==> src/rtl/vga_wbm_rdr_if.sv <==
// Wishbone classic-cycle bus between the VGA block reader (master) and a
// slave port such as the CLUT shared-memory port.
//   wbm_adr_o  word address            wbm_dat_o  write data
//   wbm_sel_o  byte selects            wbm_we_o   write enable
//   wbm_cyc_o  bus cycle               wbm_stb_o  strobe
//   wbm_dat_i  read data               wbm_ack_i  acknowledge
//   wbm_err_i  error termination
// Signal names keep the master-side _o/_i suffixes of the original ports.
interface vga_wbm_rdr_if #(
    parameter int DWIDTH = 32,
    parameter int AWIDTH = 8
);
    logic [AWIDTH-1:0]   wbm_adr_o;
    logic [DWIDTH-1:0]   wbm_dat_o;
    logic [DWIDTH/8-1:0] wbm_sel_o;
    logic                wbm_we_o;
    logic                wbm_cyc_o;
    logic                wbm_stb_o;
    logic [DWIDTH-1:0]   wbm_dat_i;
    logic                wbm_ack_i;
    logic                wbm_err_i;

    modport master (
        output wbm_adr_o, wbm_dat_o, wbm_sel_o, wbm_we_o, wbm_cyc_o, wbm_stb_o,
        input  wbm_dat_i, wbm_ack_i, wbm_err_i
    );

    modport slave (
        input  wbm_adr_o, wbm_dat_o, wbm_sel_o, wbm_we_o, wbm_cyc_o, wbm_stb_o,
        output wbm_dat_i, wbm_ack_i, wbm_err_i
    );
endinterface

==> src/rtl/vga_wbm_rdr.sv <==
// Wishbone classic-cycle block reader. Reads count_i consecutive words from
// base_adr_i onward, one single read cycle per word, and queues the data in a
// 2-entry FIFO presented as a valid/ready stream.
//   wb_clk_i      clock (rising edge)
//   rst_nreset_i  asynchronous active-low reset
//   start_i       start request, sampled only when idle
//   base_adr_i    first word address, captured on start
//   count_i       word count, captured on start (0 = no transfer)
//   busy_o        transfer in progress
//   done_o        one-cycle pulse at transfer end (normal or error)
//   err_o         sticky error flag, cleared by the next accepted start
//   wbm           Wishbone master port
//   q_o/q_valid_o/q_ready_i  FIFO head stream
module vga_wbm_rdr #(
    parameter int DWIDTH = 32,
    parameter int AWIDTH = 8,
    parameter int CWIDTH = 8
) (
    input  logic              wb_clk_i,
    input  logic              rst_nreset_i,
    input  logic              start_i,
    input  logic [AWIDTH-1:0] base_adr_i,
    input  logic [CWIDTH-1:0] count_i,
    output logic              busy_o,
    output logic              done_o,
    output logic              err_o,
    vga_wbm_rdr_if.master     wbm,
    output logic [DWIDTH-1:0] q_o,
    output logic              q_valid_o,
    input  logic              q_ready_i
);

    localparam logic [0:0] ST_IDLE = 1'b0;
    localparam logic [0:0] ST_RUN  = 1'b1;

    logic [0:0]        state, state_nxt;
    logic [AWIDTH-1:0] adr;
    logic [CWIDTH-1:0] rem, rem_nxt;
    logic [1:0]        lvl, lvl_nxt;
    logic              stb, stb_nxt;
    logic              done_r, done_nxt;
    logic              err_r;
    logic [DWIDTH-1:0] fifo0, fifo1;

    logic start_ok, resp_ack, resp_err, last, push, pop;

    always_comb begin
        start_ok = (state == ST_IDLE) && start_i;
        // error wins over a simultaneous ack; both ignored without strobe
        resp_err = stb && wbm.wbm_err_i;
        resp_ack = stb && wbm.wbm_ack_i && !wbm.wbm_err_i;
        last     = resp_ack && (rem == CWIDTH'(1));
        push     = resp_ack;
        pop      = (lvl != 2'd0) && q_ready_i;
        lvl_nxt  = lvl + 2'(push) - 2'(pop);

        rem_nxt = rem;
        if (start_ok)      rem_nxt = count_i;
        else if (resp_err) rem_nxt = '0;
        else if (resp_ack) rem_nxt = rem - CWIDTH'(1);

        // rem is zero whenever idle, so this only fires for a live transfer;
        // holding off at level 2 guarantees a push never meets a full FIFO
        stb_nxt = (rem_nxt != '0) && !resp_err && (lvl_nxt != 2'd2);

        state_nxt = state;
        if (start_ok && (count_i != '0))     state_nxt = ST_RUN;
        else if (resp_err || last)           state_nxt = ST_IDLE;

        done_nxt = (start_ok && (count_i == '0)) || resp_err || last;
    end

    always_ff @(posedge wb_clk_i or negedge rst_nreset_i) begin
        if (!rst_nreset_i) begin
            state  <= ST_IDLE;
            adr    <= '0;
            rem    <= '0;
            lvl    <= 2'd0;
            stb    <= 1'b0;
            done_r <= 1'b0;
            err_r  <= 1'b0;
            fifo0  <= '0;
            fifo1  <= '0;
        end else begin
            state  <= state_nxt;
            rem    <= rem_nxt;
            lvl    <= lvl_nxt;
            stb    <= stb_nxt;
            done_r <= done_nxt;

            if (start_ok)      adr <= base_adr_i;
            else if (push)     adr <= adr + AWIDTH'(1);

            if (start_ok)      err_r <= 1'b0;
            else if (resp_err) err_r <= 1'b1;

            // fifo0 is always the head; fifo1 only holds data at level 2
            case ({push, pop})
                2'b10: begin
                    if (lvl == 2'd0) fifo0 <= wbm.wbm_dat_i;
                    else             fifo1 <= wbm.wbm_dat_i;
                end
                2'b01: fifo0 <= fifo1;
                2'b11: begin
                    if (lvl == 2'd1) begin
                        fifo0 <= wbm.wbm_dat_i;
                    end else begin
                        fifo0 <= fifo1;
                        fifo1 <= wbm.wbm_dat_i;
                    end
                end
                default: ;
            endcase
        end
    end

    assign wbm.wbm_adr_o = adr;
    assign wbm.wbm_dat_o = '0;
    assign wbm.wbm_sel_o = '1;
    assign wbm.wbm_we_o  = 1'b0;
    assign wbm.wbm_cyc_o = stb;
    assign wbm.wbm_stb_o = stb;

    assign busy_o    = (state == ST_RUN);
    assign done_o    = done_r;
    assign err_o     = err_r;
    assign q_o       = fifo0;
    assign q_valid_o = (lvl != 2'd0);

endmodule

==> src/flat_wrapper.sv <==
// flat-port wrapper written by rule: the top's interface ports become plain ports
module vga_wbm_rdr_flat 
#(
    parameter int DWIDTH = 32,
    parameter int AWIDTH = 8,
    parameter int CWIDTH = 8
)
  (wb_clk_i, rst_nreset_i, start_i, base_adr_i, count_i, busy_o, done_o, err_o, q_o, q_valid_o, q_ready_i, wbm_wbm_adr_o, wbm_wbm_dat_o, wbm_wbm_sel_o, wbm_wbm_we_o, wbm_wbm_cyc_o, wbm_wbm_stb_o, wbm_wbm_dat_i, wbm_wbm_ack_i, wbm_wbm_err_i);
  vga_wbm_rdr_if #(.DWIDTH(DWIDTH), .AWIDTH(AWIDTH)) wbm_i ();
  input  logic wb_clk_i;
  input  logic rst_nreset_i;
  input  logic start_i;
  input  logic [AWIDTH-1:0] base_adr_i;
  input  logic [CWIDTH-1:0] count_i;
  output logic busy_o;
  output logic done_o;
  output logic err_o;
  output logic [DWIDTH-1:0] q_o;
  output logic q_valid_o;
  input  logic q_ready_i;
  output wire logic [$bits(wbm_i.wbm_adr_o)-1:0] wbm_wbm_adr_o;
  output wire logic [$bits(wbm_i.wbm_dat_o)-1:0] wbm_wbm_dat_o;
  output wire logic [$bits(wbm_i.wbm_sel_o)-1:0] wbm_wbm_sel_o;
  output wire logic [$bits(wbm_i.wbm_we_o)-1:0] wbm_wbm_we_o;
  output wire logic [$bits(wbm_i.wbm_cyc_o)-1:0] wbm_wbm_cyc_o;
  output wire logic [$bits(wbm_i.wbm_stb_o)-1:0] wbm_wbm_stb_o;
  input wire logic [$bits(wbm_i.wbm_dat_i)-1:0] wbm_wbm_dat_i;
  input wire logic [$bits(wbm_i.wbm_ack_i)-1:0] wbm_wbm_ack_i;
  input wire logic [$bits(wbm_i.wbm_err_i)-1:0] wbm_wbm_err_i;
  assign wbm_wbm_adr_o = wbm_i.wbm_adr_o;
  assign wbm_wbm_dat_o = wbm_i.wbm_dat_o;
  assign wbm_wbm_sel_o = wbm_i.wbm_sel_o;
  assign wbm_wbm_we_o = wbm_i.wbm_we_o;
  assign wbm_wbm_cyc_o = wbm_i.wbm_cyc_o;
  assign wbm_wbm_stb_o = wbm_i.wbm_stb_o;
  assign wbm_i.wbm_dat_i = wbm_wbm_dat_i;
  assign wbm_i.wbm_ack_i = wbm_wbm_ack_i;
  assign wbm_i.wbm_err_i = wbm_wbm_err_i;
  vga_wbm_rdr #(.DWIDTH(DWIDTH), .AWIDTH(AWIDTH), .CWIDTH(CWIDTH)) u_core (.wb_clk_i(wb_clk_i), .rst_nreset_i(rst_nreset_i), .start_i(start_i), .base_adr_i(base_adr_i), .count_i(count_i), .busy_o(busy_o), .done_o(done_o), .err_o(err_o), .wbm(wbm_i), .q_o(q_o), .q_valid_o(q_valid_o), .q_ready_i(q_ready_i));
endmodule
==> config.mk <==
export PLATFORM = sky130hd
export DESIGN_NAME = vga_wbm_rdr_flat
export DESIGN_NICKNAME = d
export VERILOG_FILES = /design/src/rtl/vga_wbm_rdr_if.sv /design/src/rtl/vga_wbm_rdr.sv /design/src/flat_wrapper.sv
export SDC_FILE = /design/constraint.sdc
export NUM_CORES = 1
export LEC_CHECK = 0
export BUFFER_PORTS_ARGS = -buffer_cell sky130_fd_sc_hd__buf_4
export CAP_MARGIN = 10
export CORE_MARGIN = 2
export CORE_UTILIZATION = 51
export DETAILED_ROUTE_END_ITERATION = 10
export GPL_ROUTABILITY_DRIVEN = 0
export PLACE_DENSITY = 0.9
export RECOVER_POWER = 25
export SLEW_MARGIN = 20
export SYNTH_ARGS = -nofsm -noshare
export SYNTH_HDL_FRONTEND = slang
export SYNTH_SLANG_ARGS = --single-unit
export TNS_END_PERCENT = 30
==> constraint.sdc <==
create_clock -name wb_clk_i -period 2.1 [get_ports wb_clk_i]
set_input_delay 0.21 -clock wb_clk_i [delete_from_list [all_inputs] [get_ports wb_clk_i]]
set_output_delay 0.21 -clock wb_clk_i [all_outputs]
set_load 0.01 [all_outputs]
==> results.sh <==
export IMPL_critical_path_top_delay_family="simple AND/OR/NAND/NOR gates"
export IMPL_fin_skew_ns=0.01009
export IMPL_path_class="flip-flop to flip-flop"
export IMPL_cp_required_ns=2.32
export IMPL_ys_ff_latch=86
export IMPL_drt_vias_per_instance=5.354
export IMPL_grt_pass1_wl_um=14550
export IMPL_drive_gt1_share_pct=24.80
export IMPL_holdCritStartpoint="wbm_wbm_dat_i[11]"
export IMPL_syn_avg_cell_area_sq_um=10.65
export IMPL_finalCritPeriodShare_pct=99.53
export IMPL_die_y_um=94.27
export IMPL_first_pass_iters=4
export IMPL_drtAntennaViolNets=0
export IMPL_slew_headroom_pct=32.33
export IMPL_power_density_nw_per_um2=1412
export IMPL_cp_end_kind="flip-flop"
export IMPL_rows=32
export IMPL_clock_latency_ns=0.35
export IMPL_drt_iter0_drc=127
export IMPL_p_leak_nw=2.457
export IMPL_busiest_layer="met2"
export IMPL_synth_compound_area_share_pct=11.17
export IMPL_p_total_mw=7.250
export IMPL_synthMuxAreaShare_pct=10.60
export IMPL_status="finished, final reports clean"
export IMPL_cts_made_buffers=9
export IMPL_clkTransAtPathRegs_ns=0.09
export IMPL_max_stage_delay_ns=0.38
export IMPL_r2r_start="u_core.lvl[0]"
export IMPL_clock_tree_root_cell="clkbuf_8"
export IMPL_vias=3223
export IMPL_drv_slew=0
export IMPL_die_area_sq_um=8886
export IMPL_tritoncts="yes"
export IMPL_drc=0
export IMPL_hpwl_um=6573
export IMPL_start_util_pct=53.22
export IMPL_finalWirelength_um=9623
export IMPL_cp_max_fo=3
export IMPL_use_met1_pct=25.71
export IMPL_grtUsageTotal_pct=21.34
export IMPL_hold_viol_final=0
export IMPL_grt_overflow_total=0
export IMPL_dp_slack_ns=0.07209
export IMPL_post_cts_buffers=0
export IMPL_netlist_instances=390
export IMPL_grt_pass1_vias=3115
export IMPL_core_area_sq_um=7807
export IMPL_layout_nets=554
export IMPL_drt_wirelength_per_cell_um=15.99
export IMPL_grt_max_degree=48
export IMPL_worstPathArrival_ns=2.31
export IMPL_rrSetupSlack_ns=0.01
export IMPL_yosys_warnings=0
export IMPL_synth_fa_ha_area_share_pct=1.506
export IMPL_setup_slack_ns=0.009867
export IMPL_holdPathEnd="u_core.q_o[11]"
export IMPL_grt_setup_unrepaired="yes"
export IMPL_path_cells="or2_1 -> and2_1 -> ha_1 -> inv_1 -> ha_1 -> xnor2_1 -> xnor2_1 -> nand2b_1 -> nand2_1 -> a31oi_1"
export IMPL_ys_seq_area_share_pct=51.79
export IMPL_holdPathStages=3
export IMPL_whs_ns=0.05782
export IMPL_worst_pin_slew_ns=1.015
export IMPL_syn2layout_area_growth_pct=23.55
export IMPL_h_tree_depth=3
export IMPL_synth_xor_xnor_area_share_pct=2.529
export IMPL_max_cap_violations=0
export IMPL_syn_area_sq_um=4155
export IMPL_path_buf_inv=1
export IMPL_layout_commonest_cell="buf_4"
export IMPL_antenna_found_initial=0
export IMPL_grtUsageMet3_pct=4.334
export IMPL_async_flop_share_pct=100.0
export IMPL_synth_simple_area_share_pct=12.89
export IMPL_startpoint_type="flip-flop"
export IMPL_io_pins=137
export IMPL_synth_edf_count=0
export IMPL_diodes=0
export IMPL_fmax_mhz=478.4
export IMPL_cp_slowest_cell="dfrtp_1"
export IMPL_die_width_um=94.27
export IMPL_clock_path_buffers=2
export IMPL_ir_drop_mv=0.7414
export IMPL_ys_types=46
export IMPL_ff2ff_path_depth=10
export IMPL_rr_endpoint="u_core.wbm.wbm_cyc_o"
export IMPL_synth_top_family_by_area="simple AND/OR/NAND/NOR gates"
export IMPL_fin_crit_ns=2.090
export IMPL_hp_class="input port to flip-flop"
export IMPL_cts_sinks=86
export IMPL_port_buffers=99
export IMPL_most_common_layout_cells="buf_4 (93), dfrtp_1 (86), nand2_1 (75)"
export IMPL_synthFlopType="dfrtp_1"
export IMPL_setup_viol=0
export IMPL_grtUsageMet2_pct=36.85
[synthesized netlist by cell type, types with 2 or more instances]
library cell / number / area, sq um
buf_4: 39 / 292.8
conb_1: 2 / 7.510
o2111ai_1: 3 / 26.28
and2_1: 2 / 12.51
nand3_1: 4 / 20.02
a22oi_1: 24 / 180.2
mux2i_1: 8 / 80.08
or3_1: 3 / 18.77
nand2b_1: 3 / 18.77
o21ai_1: 19 / 95.09
nor3_1: 3 / 15.01
a21o_1: 3 / 22.52
dfrtp_1: 86 / 2152
mux2_1: 32 / 360.4
inv_1: 5 / 18.77
a31oi_1: 2 / 12.51
xor2_1: 4 / 35.03
ha_1: 5 / 62.56
xnor2_1: 8 / 70.07
nand3b_1: 4 / 30.03
o22a_1: 2 / 17.52
nor2_1: 11 / 41.29
or4_1: 4 / 30.03
a21oi_1: 5 / 25.02
clkbuf_1: 11 / 41.29
buf_2: 4 / 20.02
nand2_1: 75 / 281.5
[per-stage QoR]
step                      utilization (%)  setup TNS [ns]  instance area (sq um)  cells
after floorplan                         -               0                   4287    425
after global placement              63.29               0                   4941    583
after detailed placement            63.29               0                   4941    583
after CTS                           66.28               0                   5175    600
after global routing                65.75        -0.07773                   5134    602
final                               65.75               0                   5134    602
[worst max-delay path by stage]
stage                               from                    to  depth (start not counted)
CTS                 u_core.wbm.wbm_cyc_o        u_core.q_o[15]                          5
detailed placement  u_core.wbm.wbm_cyc_o        u_core.q_o[15]                          5
finish                     u_core.lvl[0]  u_core.wbm.wbm_cyc_o                         10
floorplan                  u_core.lvl[1]  u_core.wbm.wbm_cyc_o                         10
global placement           u_core.lvl[0]  u_core.wbm.wbm_cyc_o                         10
global route               u_core.rem[1]  u_core.wbm.wbm_cyc_o                          7
[routing by layer]
metal  vias to the layer above  share of wire, %
li1                       1488                 -
met1                      1579                40
met2                       137                51
met3                        19               6.7
met4                         0               2.2
met5                         -                 0
[worst min-delay path, delay by kind of cell]
kind          cells  cell delay (ns)
buf+inv           1             0.08
simple gates      2             0.09
[sequential cells by signal, indices dropped and copies added, names as in the netlist]
register,cells
u_core.wbm.wbm_cyc_o,1
u_core.fifo1,32
u_core.done_o,1
u_core.lvl,2
u_core.rem,8
u_core.busy_o,1
u_core.q_o,32
u_core.err_o,1
u_core.wbm.wbm_adr_o,8
[cell families after synthesis]
family | count (synthesis)
adders and majority gates | 5
other | 2
AOI/OAI and AO/OA | 66
xor gates and xnor gates | 12
DFF | 86
and+or+nand+nor | 118
muxes | 40
buffers and inverters | 61
[repair_timing]
action	4_1_cts	5_1_grt
endpoints found under the hold margin	39	0
hold buffers	1	0
setup endpoints to repair	0	33
resized for setup	0	2
[final cells by class]
cell class	instances	area (sq um)
clock buffer	11	141.4
timing repair buffer	112	809.5
clock inverter	5	82.58
sequential	86	2152
inverter	6	22.52
multi-input combinational	280	1798
tap	102	127.6
fill	609	2674
[power breakdown]
group | internal, mW | total, mW | switching, mW
registers | 2.46 | 3.00 | 0.542
logic | 1.39 | 2.96 | 1.56
clock network | 0.703 | 1.29 | 0.587
Note: power is estimated with default switching activity, not from simulation.
